$ cat config.mk
export PLATFORM = sky130hd
export DESIGN_NAME = id_hazard_forward_unit
export DESIGN_NICKNAME = d
export VERILOG_FILES = /design/src/rtl/id_hazard_forward_unit_pkg.sv /design/src/rtl/id_hazard_forward_unit_fwd_select.sv /design/src/rtl/id_hazard_forward_unit.sv
export SDC_FILE = /design/constraint.sdc
export NUM_CORES = 1
export LEC_CHECK = 0
export BUFFER_PORTS_ARGS = -buffer_cell sky130_fd_sc_hd__buf_2
export CORE_UTILIZATION = 35
export CTS_BUF_LIST = sky130_fd_sc_hd__clkbuf_4
export DETAILED_ROUTE_END_ITERATION = 8
export GPL_TIMING_DRIVEN = 0
export SETUP_SLACK_MARGIN = 0.05
export SYNTH_ARGS = -nofsm -noshare
export SYNTH_HDL_FRONTEND = slang
export SYNTH_HIERARCHICAL = 1
export SYNTH_SLANG_ARGS = --single-unit
$ cat constraint.sdc
create_clock -name clock -period 3.15 [get_ports clock]
set_input_delay 0.63 -clock clock [delete_from_list [all_inputs] [get_ports clock]]
set_output_delay 0.63 -clock clock [all_outputs]
set_load 0.05 [all_outputs]
$ cat src/rtl/id_hazard_forward_unit_pkg.sv
// Shared forwarding-select encodings and the register-match helper
// used by the ID-stage hazard and forwarding logic.
package id_hazard_forward_unit_pkg;

    localparam logic [1:0] FWD_REG      = 2'b00;
    localparam logic [1:0] FWD_EXE_ALU  = 2'b01;
    localparam logic [1:0] FWD_MEM_ALU  = 2'b10;
    localparam logic [1:0] FWD_MEM_LOAD = 2'b11;

    localparam logic [4:0] REG_ZERO = 5'd0;

    // A later-stage write to a live (non-zero) register that the ID source names.
    function automatic logic reg_hit(input logic wr, input logic [4:0] dest, input logic [4:0] src);
        return wr && (dest != REG_ZERO) && (dest == src);
    endfunction

endpackage

$ cat src/rtl/id_hazard_forward_unit_fwd_select.sv
// Purpose: picks the operand bypass source for one ID source register.
// Latency: combinational.
// Backpressure: none; pure decode of EXE and shadow MEM write info.
module id_hazard_forward_unit_fwd_select
    import id_hazard_forward_unit_pkg::*;
(
    input  logic [4:0] src,
    input  logic       ewreg,
    input  logic       em2reg,
    input  logic [4:0] edestReg,
    input  logic       mwreg,
    input  logic       mm2reg,
    input  logic [4:0] mdestReg,
    output logic [1:0] sel
);

    // EXE is checked first: it holds the youngest value of the register.
    always_comb begin
        sel = FWD_REG;
        if (reg_hit(ewreg && !em2reg, edestReg, src)) begin
            sel = FWD_EXE_ALU;
        end else if (reg_hit(mwreg && !mm2reg, mdestReg, src)) begin
            sel = FWD_MEM_ALU;
        end else if (reg_hit(mwreg && mm2reg, mdestReg, src)) begin
            sel = FWD_MEM_LOAD;
        end
    end

endmodule

$ cat src/rtl/id_hazard_forward_unit.sv
// Purpose: ID-stage forwarding selects, load-use stall and event counters.
// Latency: selects/stall combinational; shadow MEM stage and counters 1 cycle.
// Backpressure: stall holds PC and IF/ID and bubbles ID/EXE for one cycle.
module id_hazard_forward_unit
    import id_hazard_forward_unit_pkg::*;
#(
    parameter int CNT_W = 16
) (
    input  logic             clock,
    input  logic             reset,
    input  logic [4:0]       rs,
    input  logic [4:0]       rt,
    input  logic             usesRs,
    input  logic             usesRt,
    input  logic             ewreg,
    input  logic             em2reg,
    input  logic [4:0]       edestReg,
    output logic [1:0]       fwda,
    output logic [1:0]       fwdb,
    output logic             stall,
    output logic [CNT_W-1:0] stallCount,
    output logic [CNT_W-1:0] fwdCount
);

    logic       mwreg;
    logic       mm2reg;
    logic [4:0] mdestReg;
    logic       fwd_event;

    // EXE never stalls, so the shadow MEM copy advances every cycle.
    always_ff @(posedge clock) begin
        if (reset) begin
            mwreg    <= 1'b0;
            mm2reg   <= 1'b0;
            mdestReg <= REG_ZERO;
        end else begin
            mwreg    <= ewreg;
            mm2reg   <= em2reg;
            mdestReg <= edestReg;
        end
    end

    id_hazard_forward_unit_fwd_select u_fwd_a (
        .src      (rs),
        .ewreg    (ewreg),
        .em2reg   (em2reg),
        .edestReg (edestReg),
        .mwreg    (mwreg),
        .mm2reg   (mm2reg),
        .mdestReg (mdestReg),
        .sel      (fwda)
    );

    id_hazard_forward_unit_fwd_select u_fwd_b (
        .src      (rt),
        .ewreg    (ewreg),
        .em2reg   (em2reg),
        .edestReg (edestReg),
        .mwreg    (mwreg),
        .mm2reg   (mm2reg),
        .mdestReg (mdestReg),
        .sel      (fwdb)
    );

    assign stall = (usesRs && reg_hit(ewreg && em2reg, edestReg, rs)) ||
                   (usesRt && reg_hit(ewreg && em2reg, edestReg, rt));

    assign fwd_event = ((fwda != FWD_REG) || (fwdb != FWD_REG)) && !stall;

    // Counters stick at all-ones instead of wrapping.
    always_ff @(posedge clock) begin
        if (reset) begin
            stallCount <= '0;
            fwdCount   <= '0;
        end else begin
            if (stall && (stallCount != '1)) begin
                stallCount <= stallCount + CNT_W'(1);
            end
            if (fwd_event && (fwdCount != '1)) begin
                fwdCount <= fwdCount + CNT_W'(1);
            end
        end
    end

endmodule

==> impl_metrics.xml <==
<?xml version="1.0" encoding="UTF-8"?>
<metrics>
  <group name="drt">
    <metric name="drt-pass1-iter-count" unit="">4</metric>
    <metric name="postRouteWirelength" unit="um">6012</metric>
    <metric name="wire_per_inst" unit="um">14.56</metric>
    <metric name="final_antenna_net_count" unit="">0</metric>
    <metric name="drcViolationCount" unit="">0</metric>
    <metric name="detailedRoute.firstIterationViolations" unit="">67</metric>
    <metric name="via_count_normalized_by_instance_count" unit="">5.470</metric>
    <metric name="route.vias.total" unit="">2259</metric>
  </group>
  <group name="cts">
    <metric name="clock_tree.buffer_depth" unit="">2</metric>
    <metric name="cts.sink_count" unit="">39</metric>
    <metric name="clkTransAtPathRegs" unit="ns">0.12</metric>
    <metric name="tritoncts_clock_tree" unit="">yes</metric>
    <metric name="htreeDepth" unit="">2</metric>
    <metric name="clock_tree.root_cell" unit="">clkbuf_4</metric>
    <metric name="worst_skew_pair.late_latency" unit="ns">0.35</metric>
    <metric name="post_cts_buffers" unit="">0</metric>
    <metric name="cts_buffers" unit="">5</metric>
  </group>
  <group name="global_routing">
    <metric name="grt_antenna_before_repair" unit="">0</metric>
    <metric name="grt_remaining_overflow" unit="">0</metric>
    <metric name="grt_max_degree" unit="">12</metric>
    <metric name="globalRouteTotalUtil" unit="%">18.21</metric>
    <metric name="grt_pass1_vias" unit="">2136</metric>
    <metric name="grt_first_pass_wirelength" unit="um">10380</metric>
  </group>
  <group name="setup_path">
    <metric name="start_kind" unit="">primary input</metric>
    <metric name="cp_cell_sequence" unit="">buf_2, xnor2_1, nand4_1, o22ai_2, and2_4, buf_2, buf_2</metric>
    <metric name="critical_path_class" unit="">in2out</metric>
    <metric name="crit_buf_inv" unit="">3</metric>
    <metric name="cell_at_the_slowest_stage_of_the_critical_path" unit="">o22ai_2</metric>
    <metric name="worst-endpoint-required" unit="ns">2.52</metric>
    <metric name="worstSetupEndpointType" unit="">primary output</metric>
    <metric name="timing.critical_path.max_delay_family" unit="">buffers and inverters</metric>
    <metric name="worstPathArrival" unit="ns">2.30</metric>
    <metric name="most_used_cell_cp" unit="">buf_2</metric>
    <metric name="critical_path.max_stage_delay" unit="ns">0.43</metric>
    <metric name="cp_max_fo" unit="">10</metric>
  </group>
  <group name="timing">
    <metric name="final_max_slew_viol_count" unit="">0</metric>
    <metric name="max_freq" unit="MHz">341.7</metric>
    <metric name="rsz0062_at_grt" unit="">false</metric>
    <metric name="slew_headroom" unit="%">52.42</metric>
    <metric name="final_period_minus_worst_setup_slack" unit="ns">2.926</metric>
    <metric name="clock_skew" unit="ns">0.01197</metric>
    <metric name="final-hold-violation-count" unit="">0</metric>
    <metric name="final_min_period_over_clock_period" unit="%">92.90</metric>
    <metric name="worstMarginPinSlew" unit="ns">0.7072</metric>
    <metric name="setup_violations" unit="">0</metric>
    <metric name="holdWs" unit="ns">0.5011</metric>
  </group>
  <group name="synth">
    <metric name="postSynthAreaPerCell" unit="um2">8.584</metric>
    <metric name="synthDistinctLibCells" unit="">45</metric>
    <metric name="synth-edff-count" unit="">0</metric>
    <metric name="yosys_most_used_dff" unit="">dfxtp_1</metric>
    <metric name="postSynthCellCount" unit="">272</metric>
    <metric name="postSynthNetCount" unit="">295</metric>
    <metric name="ys_seq_elements" unit="">39</metric>
    <metric name="synth_async_sr_flop_share" unit="%">0</metric>
    <metric name="yosys_warnings" unit="">6</metric>
    <metric name="syn_area" unit="um2">2335</metric>
    <metric name="ys_seq_area_share" unit="%">33.44</metric>
  </group>
  <group name="layout">
    <metric name="fin_nets" unit="">358</metric>
    <metric name="fin_util" unit="%">43.30</metric>
    <metric name="n_antenna_cell" unit="">0</metric>
    <metric name="ratio_of_cells_with_drive_above_1_in_the_final_layout" unit="%">25.60</metric>
    <metric name="syn_to_final_growth" unit="%">18.44</metric>
  </group>
  <group name="floorplan">
    <metric name="area_of_the_die" unit="um2">7002</metric>
    <metric name="initial_core_utilization" unit="%">36.56</metric>
    <metric name="die_span_in_x" unit="um">83.68</metric>
    <metric name="floorplan.io_pins" unit="">58</metric>
    <metric name="chipHeight" unit="um">83.68</metric>
    <metric name="core_area" unit="um2">6386</metric>
    <metric name="std_cell_rows" unit="">29</metric>
  </group>
  <group name="outcome">
    <metric name="status" unit="">finished clean</metric>
  </group>
  <group name="pwr">
    <metric name="switching_share" unit="%">27.39</metric>
    <metric name="sequentialPowerShare" unit="%">57.4</metric>
    <metric name="power.switching" unit="uW">240.9</metric>
    <metric name="cellInternalPower" unit="uW">638.6</metric>
    <metric name="power.density" unit="nW/um2">318.1</metric>
    <metric name="comb_power_share" unit="%">13.3</metric>
    <metric name="max_rail_drop_vdd" unit="V">0.0001762</metric>
    <metric name="portion_of_total_power_attributed_to_the_clock_network" unit="%">29.3</metric>
    <metric name="design_power_total" unit="uW">879.5</metric>
    <metric name="total_leakage_power" unit="nW">1.091</metric>
  </group>
  <group name="worst_hold_path">
    <metric name="worst_min_delay_path_class" unit="">reg2reg</metric>
  </group>
  <group name="placement">
    <metric name="dpl.hpwl" unit="um">4410</metric>
    <metric name="gp_congestion" unit="">0.7930</metric>
    <metric name="port_buffers" unit="">56</metric>
  </group>
  <group name="job">
    <metric name="max_cap_viol_count" unit="">0</metric>
  </group>
</metrics>
final cells by class:
class / count / area [um2]
well taps: 77 / 96.34
clock buffers: 6 / 45.04
plain buffers: 10 / 50.05
repair buffers: 56 / 280.3
inverters: 8 / 30.03
flip-flops and latches: 39 / 780.7
clock inverters: 2 / 7.507
fillers: 654 / 3621
multi-input cells: 215 / 1475
through the flow:
| step | setup TNS [ns] | instances | cell area [um2] | setup slack [ns] |
|---|---|---|---|---|
| floorplan | 0 | 272 | 2335 | 0.1812 |
| global placement | -1.344 | 405 | 2711 | -0.2333 |
| detailed placement | -1.550 | 405 | 2711 | -0.2638 |
| CTS | 0 | 413 | 2764 | 0.1243 |
| global route | 0 | 413 | 2765 | 0.09998 |
| finish | 0 | 413 | 2765 | 0.2235 |
tightest hold or removal path, stage by stage (launching register included):
cell	delay [ns]
dfxtp_1	0.35
o41ai_1	0.06
a21oi_1	0.05
cell families (layout without fill, tap and decap cells):
group | after synthesis | in the layout | synth area share [%]
XOR/XNOR | 33 | 33 | 12.38
adder cells (fa/ha/maj) | 2 | 2 | 1.072
buffers and inverters | 18 | 82 | 3.376
flip-flops | 39 | 39 | 33.44
multiplexers | 10 | 10 | 4.716
AND/OR/NAND/NOR | 123 | 123 | 30.55
AO/OA/AOI/OAI | 47 | 47 | 14.47
what timing repair did:
item                       in CTS  in global routing
hold buffers                    0                  0
gates resized for setup         0                  1
setup endpoints to repair       0                  7
Yosys cell counts (2+ instances only):
cell      number  area (um2)
and4_1         3       26.28
nand2_1       15       56.30
nor4_1         5       31.28
nor2_1        18       67.56
nor4b_2        2       30.03
o31a_1         2       17.52
buf_2          3       15.01
buf_1          2       7.510
o21ai_0        6       30.03
or2_2          2       12.51
dfxtp_1       39       780.8
or4_1          9       67.56
nor3_1         7       35.03
a21oi_1       16       80.08
ha_1           2       25.02
a41o_2         2       22.52
and4b_1        2       20.02
nand4_1       14       87.58
xor2_1         4       35.03
and3_1         5       31.28
mux2_2         8       90.09
or3_1          4       25.02
clkbuf_1       4       15.01
o211ai_1       3       22.52
nand3_1       16       80.08
nor3b_1        2       15.01
o31ai_1        9       67.56
nor2b_1       15       93.84
mux2i_1        2       20.02
xnor2_1       29       254.0
inv_1          8       30.03
power groups by stage:
stage | Combinational [mW] | Clock [mW] | Sequential (mW)
after global placement | 0.116 | 0 | 0.516
after global routing | 0.129 | 0.286 | 0.506
final | 0.117 | 0.258 | 0.505
after CTS | 0.117 | 0.268 | 0.505
after floorplan | 0.0699 | 0 | 0.517
after detailed placement | 0.117 | 0 | 0.516
flip-flops by register name (all words and copies together), names as in the netlist:
register and flops:
fwdCount 16, mdestReg 5, mm2reg 1, mwreg 1, stallCount 16
worst paths after layout:
| check | startpoint | endpoint | slack, ns | depth (start not counted) |
|---|---|---|---|---|
| max | edestReg[2] | stall | 0.22 | 7 |
| max reg2reg | mdestReg[0] | fwdCount[8] | 0.68 | 9 |
| min | fwdCount[9] | fwdCount[9] | 0.50 | 2 |
| min reg2reg | fwdCount[9] | fwdCount[9] | 0.50 | 2 |
per-layer routing:
layer  share of wire, %  track usage [%]  vias up  routed length [um]
met3                5.9            3.462       10                 356
met4                1.4            5.547        0                  83
met2                 45            29.49       73                2733
met1                 47            24.50     1040                2839
met5                  0                0        -                   0
li1                   -                -     1136                   -
placed cells by master (no fill, tap or decap), types with 4 or more instances in the layout:
master	n
or4_1	9
nor4_1	5
o21ai_0	6
xor2_1	4
nand2_1	15
nand4_1	14
o31ai_1	9
nor2b_1	15
dfxtp_1	39
nand3_1	16
nor3_1	7
inv_1	8
clkbuf_1	4
clkbuf_4	6
or3_1	4
mux2_2	8
buf_2	59
xnor2_1	29
a21oi_1	16
and3_1	5
nor2_1	18
Note: power is estimated with default switching activity, not from simulation.
